===== config.mk =====
export PLATFORM = sky130hd
export DESIGN_NAME = interrupt_controller
export DESIGN_NICKNAME = d
export VERILOG_FILES = /design/src/rtl/interrupt_controller_pkg.sv /design/src/rtl/interrupt_controller_int_sync_edge.sv /design/src/rtl/interrupt_controller.sv
export SDC_FILE = /design/constraint.sdc
export NUM_CORES = 1
export LEC_CHECK = 0
export ABC_CLOCK_PERIOD_IN_PS = 1100
export CAP_MARGIN = 25
export CORE_AREA = 2 2 39 41
export DETAILED_ROUTE_END_ITERATION = 8
export DIE_AREA = 0 0 41 43
export PLACE_DENSITY = 0.67
export SLEW_MARGIN = 10
export SYNTH_ARGS = -nofsm -noshare
export SYNTH_HDL_FRONTEND = slang
export SYNTH_SLANG_ARGS = --single-unit

===== constraint.sdc =====
create_clock -name i_clk -period 1.1 [get_ports i_clk]
set_input_delay 0.22 -clock i_clk [delete_from_list [all_inputs] [get_ports i_clk]]
set_output_delay 0.22 -clock i_clk [all_outputs]
set_load 0.01 [all_outputs]

===== src/rtl/interrupt_controller_pkg.sv =====
`default_nettype none
// ============================================================================
// Module      : interrupt_controller_pkg
// Description : Shared constants for the two-level interrupt controller:
//               program-counter next-address select codes, interrupt
//               vector addresses and controller state codes.
// Revision    : 1.0 - initial release
// ============================================================================
package interrupt_controller_pkg;

    // Next-address select presented to the program counter
    typedef enum logic [2:0] {
        PC_NEXT  = 3'b000,
        PC_INTV0 = 3'b001,
        PC_INTV1 = 3'b010,
        PC_INTR0 = 3'b011,
        PC_INTR1 = 3'b100
    } pc_next_e;

    // Interrupt vector addresses loaded by the program counter on PC_INTVn
    localparam logic [7:0] C_INTV0_ADDR = 8'h04;
    localparam logic [7:0] C_INTV1_ADDR = 8'h08;

    // In-service nesting state
    typedef enum logic [1:0] {
        ST_IDLE      = 2'b00,
        ST_IN1       = 2'b01,
        ST_IN0       = 2'b10,
        ST_IN0_OVER1 = 2'b11
    } ic_state_e;

endpackage
`default_nettype wire


===== src/rtl/interrupt_controller_int_sync_edge.sv =====
`default_nettype none
// ============================================================================
// Module      : int_sync_edge
// Description : Multi-flop synchroniser for an asynchronous interrupt request
//               followed by a rising-edge detector. A level that is already
//               high when reset releases produces one edge, because the
//               edge register resets low.
// Revision    : 1.0 - initial release
// ============================================================================
module int_sync_edge #(
    parameter int SYNC_STAGES = 2
) (
    input  logic i_clk,
    input  logic i_rst_n,
    input  logic i_req,
    output logic o_edge
);

    logic [SYNC_STAGES-1:0] r_sync;
    logic                   r_prev;
    logic                   w_level;

    assign w_level = r_sync[SYNC_STAGES-1];

    // Shift the raw request through the synchroniser chain
    always_ff @(posedge i_clk or negedge i_rst_n) begin
        if (!i_rst_n) begin
            r_sync <= '0;
        end else begin
            r_sync <= {r_sync[SYNC_STAGES-2:0], i_req};
        end
    end

    // Remember the previous synchronised level for edge detection
    always_ff @(posedge i_clk or negedge i_rst_n) begin
        if (!i_rst_n) begin
            r_prev <= 1'b0;
        end else begin
            r_prev <= w_level;
        end
    end

    assign o_edge = w_level & ~r_prev;

endmodule
`default_nettype wire


===== src/rtl/interrupt_controller.sv =====
`default_nettype none
// ============================================================================
// Module      : interrupt_controller
// Description : Captures INT0/INT1 request edges, arbitrates them against the
//               global enable and current nesting state, and on each
//               qualified fetch (FETCH & PC_ENX) drives the program counter's
//               next-address select and return-address load strobes.
//               INT0 may preempt INT1; INT1 never preempts, INT0 never
//               re-enters.
// Revision    : 1.0 - initial release
// ============================================================================
module interrupt_controller
    import interrupt_controller_pkg::*;
#(
    parameter int SYNC_STAGES = 2
) (
    input  logic       i_clk,
    input  logic       i_rst_n,
    input  logic       i_fetch,
    input  logic       i_pc_enx,
    input  logic       i_int0_req,
    input  logic       i_int1_req,
    input  logic       i_ei_x,
    input  logic       i_di_x,
    input  logic       i_reti_x,
    output logic [2:0] o_pc_nextx,
    output logic       o_pc_ld_int0x,
    output logic       o_pc_ld_int1x,
    output logic       o_int_en,
    output logic       o_int0_pend,
    output logic       o_int1_pend,
    output logic       o_int0_active,
    output logic       o_int1_active
);

    ic_state_e r_state;
    ic_state_e w_state_nxt;
    pc_next_e  w_pc_next;
    logic      r_int_en;
    logic      r_pend0;
    logic      r_pend1;
    logic      w_edge0;
    logic      w_edge1;
    logic      w_qfetch;
    logic      w_take0;
    logic      w_take1;

    int_sync_edge #(.SYNC_STAGES(SYNC_STAGES)) u_sync0 (
        .i_clk   (i_clk),
        .i_rst_n (i_rst_n),
        .i_req   (i_int0_req),
        .o_edge  (w_edge0)
    );

    int_sync_edge #(.SYNC_STAGES(SYNC_STAGES)) u_sync1 (
        .i_clk   (i_clk),
        .i_rst_n (i_rst_n),
        .i_req   (i_int1_req),
        .o_edge  (w_edge1)
    );

    assign w_qfetch = i_fetch & i_pc_enx;

    // Arbitration: RETI has absolute priority on its fetch, then INT0, then INT1
    always_comb begin
        w_pc_next   = PC_NEXT;
        w_take0     = 1'b0;
        w_take1     = 1'b0;
        w_state_nxt = r_state;
        if (w_qfetch) begin
            if (i_reti_x) begin
                case (r_state)
                    ST_IN0: begin
                        w_pc_next   = PC_INTR0;
                        w_state_nxt = ST_IDLE;
                    end
                    ST_IN0_OVER1: begin
                        w_pc_next   = PC_INTR0;
                        w_state_nxt = ST_IN1;
                    end
                    ST_IN1: begin
                        w_pc_next   = PC_INTR1;
                        w_state_nxt = ST_IDLE;
                    end
                    ST_IDLE: begin
                        w_pc_next   = PC_NEXT;
                        w_state_nxt = ST_IDLE;
                    end
                endcase
            end else if (r_int_en && r_pend0 &&
                         (r_state == ST_IDLE || r_state == ST_IN1)) begin
                w_pc_next   = PC_INTV0;
                w_take0     = 1'b1;
                w_state_nxt = (r_state == ST_IN1) ? ST_IN0_OVER1 : ST_IN0;
            end else if (r_int_en && r_pend1 && r_state == ST_IDLE) begin
                w_pc_next   = PC_INTV1;
                w_take1     = 1'b1;
                w_state_nxt = ST_IN1;
            end
        end
    end

    // Global enable; disable wins when both strobes arrive together
    always_ff @(posedge i_clk or negedge i_rst_n) begin
        if (!i_rst_n) begin
            r_int_en <= 1'b0;
        end else if (i_di_x) begin
            r_int_en <= 1'b0;
        end else if (i_ei_x) begin
            r_int_en <= 1'b1;
        end
    end

    // Pending flags: a fresh edge overrides a take in the same cycle
    always_ff @(posedge i_clk or negedge i_rst_n) begin
        if (!i_rst_n) begin
            r_pend0 <= 1'b0;
            r_pend1 <= 1'b0;
        end else begin
            r_pend0 <= w_edge0 | (r_pend0 & ~w_take0);
            r_pend1 <= w_edge1 | (r_pend1 & ~w_take1);
        end
    end

    // In-service nesting state
    always_ff @(posedge i_clk or negedge i_rst_n) begin
        if (!i_rst_n) begin
            r_state <= ST_IDLE;
        end else begin
            r_state <= w_state_nxt;
        end
    end

    assign o_pc_nextx    = w_pc_next;
    assign o_pc_ld_int0x = w_take0;
    assign o_pc_ld_int1x = w_take1;
    assign o_int_en      = r_int_en;
    assign o_int0_pend   = r_pend0;
    assign o_int1_pend   = r_pend1;
    assign o_int0_active = (r_state == ST_IN0) || (r_state == ST_IN0_OVER1);
    assign o_int1_active = (r_state == ST_IN1) || (r_state == ST_IN0_OVER1);

endmodule
`default_nettype wire


=== After elaboration in Yosys (flattened, before gate mapping) ===
Cells that the tools add are included.

* Eq/ne operators: 3
* Multiplexer cells: 19
* Bitwise operators: 11
* Reductions and logical operators: 13

{| class="wikitable"
|+ Operator list
! cell !! number
|-
| 2-to-1 mux 1 bit || 10
|-
| 2-to-1 mux 2 bit || 5
|-
| one-hot mux 3 bit (3 select lines) || 1
|-
| 2-to-1 mux 3 bit || 2
|-
| AND 1 bit || 5
|-
| equality test 2 bit, second input constant || 2
|-
| logical AND 1 bit || 4
|-
| inverter 1 bit || 4
|-
| one-hot mux 2 bit (2 select lines) || 1
|-
| logical OR 1 bit || 3
|-
| nonzero test 3 bit || 1
|-
| OR reduction 3 bit || 1
|-
| equality test 2 x 1 -> 1 bit, second input constant || 1
|-
| logical NOT 2 bit || 1
|-
| OR 1 bit || 2
|-
| AND reduction 2 bit || 1
|-
| nonzero test 2 bit || 1
|-
| OR reduction 2 bit || 1
|}

* Flip-flop bits (word level): 11
* Input bits: 9
* Output and inout port bits: 10
* Word-level logic and storage cells: 54

=== Logic depth before layout (Yosys ltp) ===
* Depth after elaboration: 9
* Gate-level depth with buffers: 3
* Gate-level depth less buffers: 3

=== Hierarchy ===
Synthesis repeated with hierarchy kept, for this count alone.

* Cell total of the unflattened synthesis: 39
* Area, all modules: 454.2 um^2

{| class="wikitable"
|+ Modules (own cells, without submodules)
! module !! instances !! cells an instance !! area an instance (um^2) !! sequential area each (um^2)
|-
| interrupt_controller || 1 || 31 || 276.5 || 125.1
|-
| int_sync_edge || 2 || 4 || 88.8 || 75.1
|}

=== Least setup slack after synthesis ===
Ideal clock, no wire load.

* Path type: register to output
* From: register r_state[1]
* To: output o_pc_nextx[1]
* Arrival: 0.994 ns
* Data required time: 0.880 ns
* Path slack: -0.114 ns
* Cell stages (with the launch flop): 4
* Buffers on the path: 0
* Path through: dfrtp_1 > nor3b_2 > nand3_1 > a21oi_1

* Longest elaborated chain between the ends: 6
* Elaborated cells on any way between the ends: 13
* Classes of those cells: 3 x eq/ne; 5 x mux; 5 x reduce/logical

{| class="wikitable"
|+ Ends and longest elaborated chain
! element !! RTL line !! source
|-
| start: declaration || interrupt_controller.sv:36 || <nowiki>ic_state_e r_state;</nowiki>
|-
| start signal: assignment || interrupt_controller.sv:130 || <nowiki>r_state <= w_state_nxt;</nowiki>
|-
| branches (longest 4 deep; another with one-hot mux 3 bit (3 select lines)) || n/a ||
|-
| 2-to-1 mux 3 bit (*) || interrupt_controller.sv:71 || <nowiki>if (i_reti_x) begin</nowiki>
|-
| 2-to-1 mux 3 bit (*) || interrupt_controller.sv:70 || <nowiki>if (w_qfetch) begin</nowiki>
|-
| end: declaration || interrupt_controller.sv:26 || <nowiki>output logic [2:0] o_pc_nextx,</nowiki>
|}

Mark *: on every way between the ends.

=== Worst setup path after layout ===
Same ends and word-level chain as after synthesis.

==> metrics <==
Initial Util=~31%; buffer depth of the longest clock path=2; FF-to-FF path depth=7; Layout area overhead=89.6%; final setup fails=11; failing checks=negative setup slack; WP data required=around 900 ps; total gr overflow=0; Worst-Skew Late Latency=250 ps; Core ar.=1380 um2; fin nets=85; clock skew=between 0.15 and 0.2 ps; Cells after Synth=38; final critical path time including I/O delays and setup=approximately 1600 ps; global-route wire length before repair=between 1.5 and 2 mm; Netlist cell types=17; max-cap violations=0; launch point of the worst reg-to-reg path=r_state[1]$_DFFE_PN0P_; vias per cell=about 4.6; Antenna Cells=0; vias in the first global route=445; first-pass detailed-route iteration total=3; # port buffers=18; CP endpoint kind=primary output; post-synthesis instance area=433 um2; Design Area, Final=~820 um2; DRC=0; GPL Wtd Cong=between 0.6 and 0.7; IO Pins=19; num rows=14; share of cells above drive strength 1=a little over half; largest net degree at the start of global routing=12; setup ws final=-458 ps; Slew Limit Fails=0; Worst slew margin=between 80% and 90%; Leak=roughly 0.00039 uW; Max Fclk=~640 MHz; die area=1760 um2; Ys Warns=0; Setup crit start kind=flop; CTS sink cnt=11; PwrDens=~1100 nW/um2; Hold Vio Cnt, Final=0; clk slew on worst S/H paths=approximately 60 ps; CP Data Arrival Time=1340 ps; CTS tree=built; Avg WL per Cell=11.1 um; Mapped Avg Cell Area=approximately 11 um2; post-DP HPWL=just over 700 um; Final ANT Viol Nets=0; register area=approximately 280 um2; initial antenna violation count=0; root buffer cell=clkbuf_4; 1st-iter DRT viols=2; Die H=43 um; Post-Route WL=between 1 and 1.5 mm; worst slew pin tran=262 ps; status=finished with violations; multi-input logic area=about 180 um2; Final Cycle Share=142%; critical path class=flop to primary output; Seq cells post-synth=11; Total GRT Usage=~15%; Hold WC Path Type=input pin to async pin; fill count=111; post-synthesis sequential area ratio=between 60 and 70%; total CTS buffers=3; dpl cell area=approximately 730 um2; post-layout util=59.3%; RSZ-0062 raised after global routing=true; htree depth=1; chip width=41 um; maximum vdd drop=a little under 0.7 mV; worst r2r dst=o_int0_pend$_DFF_PN0_; Syn Nets=47; worst reg-to-reg setup slack=-290 ps; Vias=approximately 420; Critical Path Fanout Max=4; Post-Place Setup Slack=-931 ps
-- timing repair --
item,4_1_cts,5_1_grt
hold buffers,0,0
pin swaps,2,4
buffers inserted,5,0
resized for setup,54,2
endpoints found under the setup margin,13,14
-- worst max path at each step --
| stage | depth (start not counted) | to | slack, ps | startpoint |
|---|---|---|---|---|
| floorplan | 3 | o_pc_nextx[1] | -50 | o_int_en$_DFFE_PN0P_ |
| global placement | 5 | o_pc_ld_int1x | -880 | i_reti_x |
| detailed placement | 5 | o_pc_nextx[1] | -930 | i_reti_x |
| CTS | 5 | o_pc_nextx[1] | -480 | r_state[1]$_DFFE_PN0P_ |
| global route | 5 | o_pc_nextx[1] | -540 | r_state[1]$_DFFE_PN0P_ |
| finish | 5 | o_pc_nextx[1] | -460 | r_state[1]$_DFFE_PN0P_ |
-- per-layer routing --
metal | vias to the layer above | track usage (%) | wire (um)
met5 | - | 0 | 0
met4 | 0 | 8.00 | 0
met3 | 0 | 1.57 | 73
met2 | 16 | 24.7 | 517
met1 | 194 | 18.3 | 423
li1 | 209 | - | -
-- sequential cells by signal, summed over array words and instances, names as in the netlist --
register and count:
o_int1_pend 1, u_sync1.r_sync 2, u_sync1.r_prev 1, o_int_en 1, r_state 2, o_int0_pend 1, u_sync0.r_sync 2, u_sync0.r_prev 1
-- layout make-up --
type	instances	share of cell area, %
timing repair buffer	35	37.0
sequential	11	33.7
multi-input combinational	22	22.3
clock buffer	4	3.20
tap	16	2.44
inverter	3	1.37
-- logic make-up (layout without fill, tap and decap cells) --
logic type      after synthesis  after routing  share of synthesized area, %
flops                        11             11                          63.6
buf+inv                       5             42                          4.34
compound gates                7              7                          11.3
simple gates                 15             15                          20.8
-- placed cells by master, fill, tap and decap left out, drive strengths merged --
| cell | Yosys | layout |
|---|---|---|
| nor3b | 2 | 2 |
| buf | 0 | 27 |
| a31oi | 1 | 1 |
| dfrtp | 11 | 11 |
| dlygate4sd2 | 0 | 1 |
| clkdlybuf4s50 | 0 | 7 |
| and4bb | 1 | 1 |
| a21oi | 2 | 2 |
| clkbuf | 2 | 4 |
| nand3b | 1 | 1 |
| and4 | 1 | 1 |
| nand3 | 3 | 3 |
| nor2 | 3 | 3 |
| nand2 | 4 | 4 |
| a41oi | 1 | 1 |
| inv | 3 | 3 |
| o21ai | 1 | 1 |
| a22o | 2 | 2 |
-- stage by stage --
stage | power, uW | TNS [ps] | hold slack [ps] | std cells
2_1_floorplan | 520 | -152 | -75.6 | 38
3_3_place_gp | 654 | -6300 | 334 | 82
3_5_place_dp | 655 | -6610 | 339 | 82
4_1_cts | 950 | -2930 | 237 | 91
5_1_grt | 998 | -3420 | 262 | 91
6_report | 935 | -2750 | 247 | 91
-- synthesized netlist by cell type --
library cell / number / area [um2]
a21oi_1: 2 / 10.0
a22o_1: 1 / 8.76
a22o_2: 1 / 10.0
a31oi_1: 1 / 6.26
a41oi_1: 1 / 8.76
and4_1: 1 / 8.76
and4bb_2: 1 / 12.5
clkbuf_1: 2 / 7.51
dfrtp_1: 11 / 275
inv_1: 3 / 11.3
nand2_1: 4 / 15.0
nand3_1: 3 / 15.0
nand3b_1: 1 / 7.51
nor2_1: 3 / 11.3
nor3b_1: 1 / 7.51
nor3b_2: 1 / 12.5
o21ai_0: 1 / 5.00
-- power by group --
group | switching (uW) | total [uW] | leakage [uW] | internal [uW]
Clock | 114 | 253 | 0.0000150 | 140
Combinational | 90.4 | 229 | 0.000254 | 139
Sequential | 20.7 | 453 | 0.000126 | 432
Total | 225 | 935 | 0.000394 | 711
-- worst max-delay path: stages, from the launching register on --
cell and delay (ps):
dfrtp_2 440, nor3b_4 200, buf_6 140, nand3_4 50, a21oi_2 120, buf_2 130
Power figures use the tool's default switching activity.
